--- src/rtl/mem_wb_stage.sv ---
// MEM/WB pipeline register: selects the write-back value, registers it, and drives the
// register-file write port and the WB->EX forwarding bus. WB_RETIRE_CNT_EN adds a retire counter.
module mem_wb_stage #(
   parameter int DATA     = 32,
   parameter int REG_ADDR = 5
) (
   input  logic                clk,
   input  logic                rst_n,
   input  logic                stall,
   input  logic                flush,
   input  logic                in_valid,
   input  logic [DATA-1:0]     mem_RD,
   input  logic [DATA-1:0]     alu_result,
   input  logic [DATA-1:0]     pc_plus4,
   input  logic [DATA-1:0]     imm,
   input  logic [REG_ADDR-1:0] rd,
   input  logic                regWrite,
   input  logic [1:0]          resultSrc,
   output logic                wb_valid,
   output logic                wb_we,
   output logic [REG_ADDR-1:0] wb_rd,
   output logic [DATA-1:0]     wb_data,
   output logic                fwd_en,
   output logic [REG_ADDR-1:0] fwd_rd,
   output logic [DATA-1:0]     fwd_data,
   output logic [31:0]         retire_cnt
);

   logic                valid_reg;
   logic                we_reg;
   logic [REG_ADDR-1:0] rd_reg;
   logic [DATA-1:0]     data_reg;
   logic [DATA-1:0]     data_next;
   logic                we_next;
   logic                advance;

   // Select ahead of the register so wb_data is a clean flop output.
   always_comb begin
      data_next = alu_result;
      case (resultSrc)
         2'b00:   data_next = alu_result;
         2'b01:   data_next = mem_RD;
         2'b10:   data_next = pc_plus4;
         default: data_next = imm;
      endcase
   end

   // x0 is hard-wired zero, so writes to it are suppressed here rather than in the register file.
   assign we_next = in_valid & regWrite & (rd != '0);
   assign advance = ~flush & ~stall;

   always_ff @(posedge clk or negedge rst_n) begin
      if (!rst_n) begin
         valid_reg <= 1'b0;
         we_reg    <= 1'b0;
         rd_reg    <= '0;
         data_reg  <= '0;
      end else if (flush) begin
         valid_reg <= 1'b0;
         we_reg    <= 1'b0;
         rd_reg    <= '0;
         data_reg  <= '0;
      end else if (!stall) begin
         valid_reg <= in_valid;
         we_reg    <= we_next;
         rd_reg    <= rd;
         data_reg  <= data_next;
      end
   end

   assign wb_valid = valid_reg;
   assign wb_we    = we_reg;
   assign wb_rd    = rd_reg;
   assign wb_data  = data_reg;
   assign fwd_en   = we_reg;
   assign fwd_rd   = rd_reg;
   assign fwd_data = data_reg;

`ifdef WB_RETIRE_CNT_EN
   logic [31:0] retire_cnt_reg;

   always_ff @(posedge clk or negedge rst_n) begin
      if (!rst_n) begin
         retire_cnt_reg <= '0;
      end else if (advance && in_valid) begin
         retire_cnt_reg <= retire_cnt_reg + 32'd1;
      end
   end

   assign retire_cnt = retire_cnt_reg;
`else
   logic unused_advance;
   assign unused_advance = advance;
   assign retire_cnt     = '0;
`endif

endmodule

--- config.mk ---
export PLATFORM = sky130hd
export DESIGN_NAME = mem_wb_stage
export DESIGN_NICKNAME = d
export VERILOG_FILES = /design/src/rtl/mem_wb_stage.sv
export SDC_FILE = /design/constraint.sdc
export NUM_CORES = 1
export LEC_CHECK = 0
export BUFFER_PORTS_ARGS = -buffer_cell sky130_fd_sc_hd__buf_2
export CAP_MARGIN = 5
export CORE_AREA = 2 2 96 98
export DETAILED_ROUTE_END_ITERATION = 7
export DIE_AREA = 0 0 98 100
export PLACE_DENSITY = 0.73
export REMOVE_ABC_BUFFERS = 1
export SLEW_MARGIN = 20
export SYNTH_ARGS = -nofsm -noshare
export SYNTH_HDL_FRONTEND = slang
export SYNTH_SLANG_ARGS = --single-unit
--- constraint.sdc ---
create_clock -name clk -period 1.2 [get_ports clk]
set_clock_uncertainty 0.15 [all_clocks]
set_input_delay 0.18 -clock clk [delete_from_list [all_inputs] [get_ports clk]]
set_output_delay 0.18 -clock clk [all_outputs]
set_load 0.1 [all_outputs]
==> results_dict.tcl, run 1 <==
set metrics [dict create \
    status "finished, violations left" \
    violations "negative setup slack" \
    clock-sinks 39 \
    initial_core_util_pct 34.3 \
    synthDistinctLibCells 17 \
    synth-xor-area-share_pct 0 \
    fin_crit_sh_pct 106 \
    p_leak_nw 2.56 \
    worst-path-max-fanout 3 \
    root_buffer "clkbuf_8" \
    switching_share_pct 47.8 \
    insertion_delay_ns 0.29 \
    synth_area_um2 3050 \
    grt_max_degree 40 \
    arrival_ns 0.94 \
    synth_seq_area_share_pct 32.0 \
    setup_viol 77 \
    irDropWorstVdd_mv 0.556 \
    syn_avg_cell_area_um2 10.9 \
    layout-drive-gt1-share_pct 67.5 \
    min_path_type "in2reg" \
    yosysWarnings 0 \
    crit_chain "buf_12" \
    cp-end-kind "primary output" \
    grt_pass1_vias 2935 \
    drv_slew 0 \
    drc 0 \
    synth-seq-cells 39 \
    critical-path-top-delay-family "flip-flops" \
    ant_nets 0 \
    rows 35 \
    p_per_area_nw_per_um2 1170 \
    drt_first_pass_iters 4 \
    yosys.area_share.simple_pct 6.15 \
    drtIter0Drc 33 \
    synth_compound_area_share_pct 15.8 \
    die_h_um 100 \
    p_switching_mw 2.96 \
    die-area_um2 9800 \
    fin_nets 608 \
    drv_cap 0 \
    antenna_found_initial 0 \
    cts_inserted_buffers 5 \
    fmax_ghz 0.785 \
    finalWorstSetupSlack_ns -0.0742 \
    clk_pin_slew_worst_paths_ns 0.08 \
    io_pins 250 \
    wl_mm 9.10 \
    gr-total-overflow 0 \
    combinationalPowerShare_pct 55.2 \
    final_util_pct 59.7 \
    antenna_cells 0 \
    p_int_mw 3.24 \
    cts_max_path_buffers 2 \
    critical_path_class "reg2out" \
    preCtsSetupSlack_ns -0.234 \
    portBuffers 217 \
    wl_per_cell_um 15.7 \
    clkPwrFrac_pct 18.8 \
    die_x_um 98 \
    muxShareOfSynthArea_pct 23.0 \
    netlist_instances 279 \
    synth-adder-area-share_pct 0 \
    hpwlAfterDp_mm 7.23 \
    max_stage_delay_ns 0.47 \
    cts_tree "yes" \
    fin_crit_ns 1.27 \
    synth_top_family_by_area "buffers and inverters" \
    grtUsageTotal_pct 18.0 \
    slowest_stage "dfrtp_2" \
    rsz0062_at_grt "yes" \
    core_um2 8890 \
    fillers 725 \
    critPathRequiredTime_ns 0.87 \
    cp_num_buf_inv 1 \
    htree_num_levels 2 \
    hold_violations 0 \
    grt_pass1_wl_mm 14.2 \
    crit_path_start_kind "register" \
    avgViaCountPerCell 4.68 \
    seqPwrFrac_pct 26.0 \
    synthToLayoutAreaGrowth_pct 73.9 \
    vias 2709 \
    gp_congestion 0.730 \
]
layer usage:
metal  vias to the layer above  GRT usage [%]  wire, um
met4                         0           5.02       156
met5                         -              0         0
met2                       136           36.2      5290
met3                        16           4.46       623
met1                      1281           18.3      3030
li1                       1276              -         -
power by group through the flow:
| stage | clock (mW) | sequential (mW) | combinational, mW |
|---|---|---|---|
| after floorplan | 0 | 2.87 | 0.764 |
| after global placement | 0 | 1.61 | 3.37 |
| after detailed placement | 0 | 1.62 | 3.41 |
| after CTS | 1.20 | 1.61 | 3.44 |
| after global routing | 1.27 | 1.63 | 3.52 |
| final | 1.16 | 1.61 | 3.42 |
cell usage in the layout, fill, tap and decap left out, types with 6 or more instances in the layout:
| cell | Yosys | routed |
|---|---|---|
| buf_2 | 9 | 139 |
| buf_12 | 3 | 85 |
| mux2i_1 | 70 | 70 |
| dfrtp_2 | 0 | 38 |
| nand2_1 | 34 | 34 |
| conb_1 | 1 | 32 |
| o221ai_2 | 31 | 31 |
| buf_4 | 72 | 12 |
| nor2_1 | 7 | 7 |
| clkbuf_8 | 0 | 6 |
layout make-up:
class | count | area, um2 | area share [%]
well taps | 111 | 139 | 2.62
repair buffers | 241 | 2540 | 47.8
clock inverters | 2 | 35.0 | 0.660
flip-flops and latches | 39 | 1020 | 19.3
multi-input cells | 180 | 1490 | 28.1
clock buffers | 6 | 82.6 | 1.56
final timing paths:
kind                               from            to  slack (ns)  depth (start not counted)
max in group asynchronous         rst_n   fwd_data[7]        0.44                          3
min reg2reg                fwd_data[13]  fwd_data[13]        0.44                          2
min                               rd[3]     fwd_rd[3]        0.01                          3
max                        fwd_data[18]  fwd_data[18]       -0.07                          1
max reg2reg                fwd_data[28]  fwd_data[28]        0.19                          3
min in group asynchronous         rst_n  fwd_data[17]        0.24                          3
cells by family (layout without fill, tap and decap cells):
logic type | Yosys count | after routing
buffers and inverters | 91 | 249
muxes | 70 | 70
DFF | 39 | 39
other | 1 | 32
AOI/OAI and AO/OA | 33 | 33
and+or+nand+nor | 45 | 45
sequential cells by signal (all words and copies together), names as in the netlist:
register and count:
fwd_data 32, fwd_en 1, fwd_rd 5, wb_valid 1
stage by stage:
step                      setup TNS (ns)  cells  power (mW)  hold slack [ns]  cell area, um2
after floorplan                   -78.21    219        3.63           -0.266            2470
after global placement             -6.30    565        4.98           0.0135            5090
after detailed placement           -6.81    565        5.03           0.0182            5090
after CTS                          -5.38    579        6.25          0.00440            5310
after global routing               -6.97    579        6.42          0.00330            5310
final                              -4.45    579        6.20           0.0138            5310
cell usage after synthesis, drive strengths merged:
| cell | n | area (um2) |
|---|---|---|
| dfrtp | 39 | 976 |
| conb | 1 | 3.75 |
| clkbuf | 3 | 11.3 |
| or3b | 1 | 11.3 |
| o41ai | 1 | 8.76 |
| or4 | 1 | 7.51 |
| and2b | 1 | 8.76 |
| mux2i | 70 | 701 |
| o221ai | 32 | 474 |
| or3 | 1 | 6.26 |
| nor2 | 7 | 26.3 |
| buf | 88 | 691 |
| nand2 | 34 | 128 |
timing repair:
| item | CTS | global route |
|---|---|---|
| hold buffers | 5 | 0 |
| resized for setup | 38 | 0 |
| cloned | 0 | 0 |
| hold endpoints to repair | 42 | 0 |
| setup buffers | 1 | 0 |
| setup endpoints to repair | 77 | 77 |
No activity file was read; power rests on OpenSTA's default activity.
==> run 2: changes to the inputs <==
Settings changed: ABC_CLOCK_PERIOD_IN_PS set to 1200, SETUP_SLACK_MARGIN set to 0.3.
==> run 2 against run 1 <==
Design area rose by 5.5%. Largest power group unchanged. Clock-buffer cell count did not move. Critical path depth did not move. Combinational power rose by 3%. Maximum frequency barely moved. The run still ends with negative setup slack left. Register-to-register slack barely moved. Sequential cell count did not move. Cell count rose by 1.4%.
==> results_dict.tcl, run 2 (synthesized netlist as in run 1, its figures left out) <==
set metrics [dict create \
    status "finished, violations left" \
    violations "negative setup slack" \
    hold_violations 0 \
    grt_pass1_vias 2967 \
    io_pins 250 \
    stdcell_count 587 \
    gp_congestion 0.730 \
    synthToLayoutAreaGrowth_pct 83.6 \
    layout-drive-gt1-share_pct 70.2 \
    wl_per_cell_um 17.3 \
    antenna_cells 0 \
    placedCellCount 565 \
    cp-end-kind "primary output" \
    min_path_type "in2reg" \
    place_area_um2 5090 \
    irDropWorstVdd_mv 0.530 \
    drt_first_pass_iters 4 \
    grt_pass1_wl_mm 15.2 \
    p_leak_nw 2.68 \
    initial_core_util_pct 34.3 \
    portBuffers 217 \
    crit_chain "buf_12" \
    final.setup.tns_ns -4.54 \
    fin_crit_ns 1.28 \
    critical_path_class "reg2out" \
    rows 35 \
    cts_inserted_buffers 5 \
    hold_ws_ns 0.00139 \
    p_per_area_nw_per_um2 1130 \
    setup_viol 77 \
    die-area_um2 9800 \
    hpwlAfterDp_mm 7.23 \
    layout_commonest_cell "buf_2" \
    drtIter0Drc 87 \
    core_um2 8890 \
    largest_reg_flops 32 \
    worst-path-max-fanout 3 \
    max_stage_delay_ns 0.47 \
    grtUsageTotal_pct 19.7 \
    antenna_found_initial 0 \
    fin_nets 616 \
    wl_mm 10.2 \
    vias 2745 \
    drc 0 \
    cts_max_path_buffers 2 \
    critical-path-top-delay-family "flip-flops" \
    die_x_um 98 \
    slowest_stage "dfrtp_2" \
    fmax_ghz 0.784 \
    root_buffer "clkbuf_8" \
    insertion_delay_ns 0.29 \
    die_h_um 100 \
    rsz0062_at_grt "yes" \
    avgViaCountPerCell 4.68 \
    critPathRequiredTime_ns 0.87 \
    finalWorstSetupSlack_ns -0.0754 \
    arrival_ns 0.95 \
    final_area_um2 5600 \
    fillers 697 \
    htree_num_levels 2 \
    drv_cap 0 \
    drv_slew 0 \
    clock-sinks 39 \
    layout_common_cells "buf_2 (136), buf_12 (86), mux2i_1 (69), dfrtp_2 (38), nand2_1 (33)" \
    clk_pin_slew_worst_paths_ns 0.08 \
    gr-total-overflow 0 \
    preCtsSetupSlack_ns -0.234 \
    fin_crit_sh_pct 106 \
    cts_hold_buf 1 \
    cp_num_buf_inv 1 \
    crit_path_start_kind "register" \
    grt_max_degree 40 \
    ant_nets 0 \
    cts_tree "yes" \
]
## run 2: metrics by stage
stage	power [mW]	utilization (%)
after floorplan	3.63	-
after global placement	4.98	57.2
after detailed placement	5.03	57.2
after CTS	6.32	62.1
after global routing	6.53	63.0
final	6.31	63.0
## run 2: worst paths after layout
| check | end | start | slack, ns | depth (start not counted) |
|---|---|---|---|---|
| worst max-delay path | wb_we | fwd_en | -0.08 | 1 |
| worst min register to register | fwd_data[13] | fwd_data[13] | 0.44 | 2 |
| worst min-delay path | fwd_rd[0] | flush | 0.001 | 3 |
| min in group asynchronous | fwd_data[17] | rst_n | 0.24 | 3 |
| worst max register to register | fwd_data[28] | fwd_data[28] | 0.19 | 3 |
| max in group asynchronous | fwd_data[21] | rst_n | 0.44 | 3 |
## run 2: per-layer routing
layer	GRT usage, %	wire [um]
met2	39.5	5880
met4	4.27	72
met1	20.8	3530
met5	0	0
met3	4.74	672
## run 2: power by group
part | leakage (nW) | internal, mW | total [mW] | switching (mW)
Clock | 0.0612 | 0.674 | 1.16 | 0.490
Sequential | 0.464 | 1.42 | 1.61 | 0.189
Combinational | 2.16 | 1.21 | 3.53 | 2.32
## run 2: layout make-up
cell class | instances | area (um2) | share of cell area [%]
repair buffers | 249 | 2770 | 49.5
multi-input cells | 180 | 1550 | 27.7
flip-flops and latches | 39 | 1020 | 18.3
well taps | 111 | 139 | 2.48
clock buffers | 6 | 82.6 | 1.47
clock inverters | 2 | 35.0 | 0.625
## run 2: what timing repair did
item,in CTS,in global routing
endpoints found under the hold margin,41,2
pin swaps,18,20
cloned,5,2
setup buffers,6,0
setup endpoints to repair,115,115
gates resized for setup,58,6
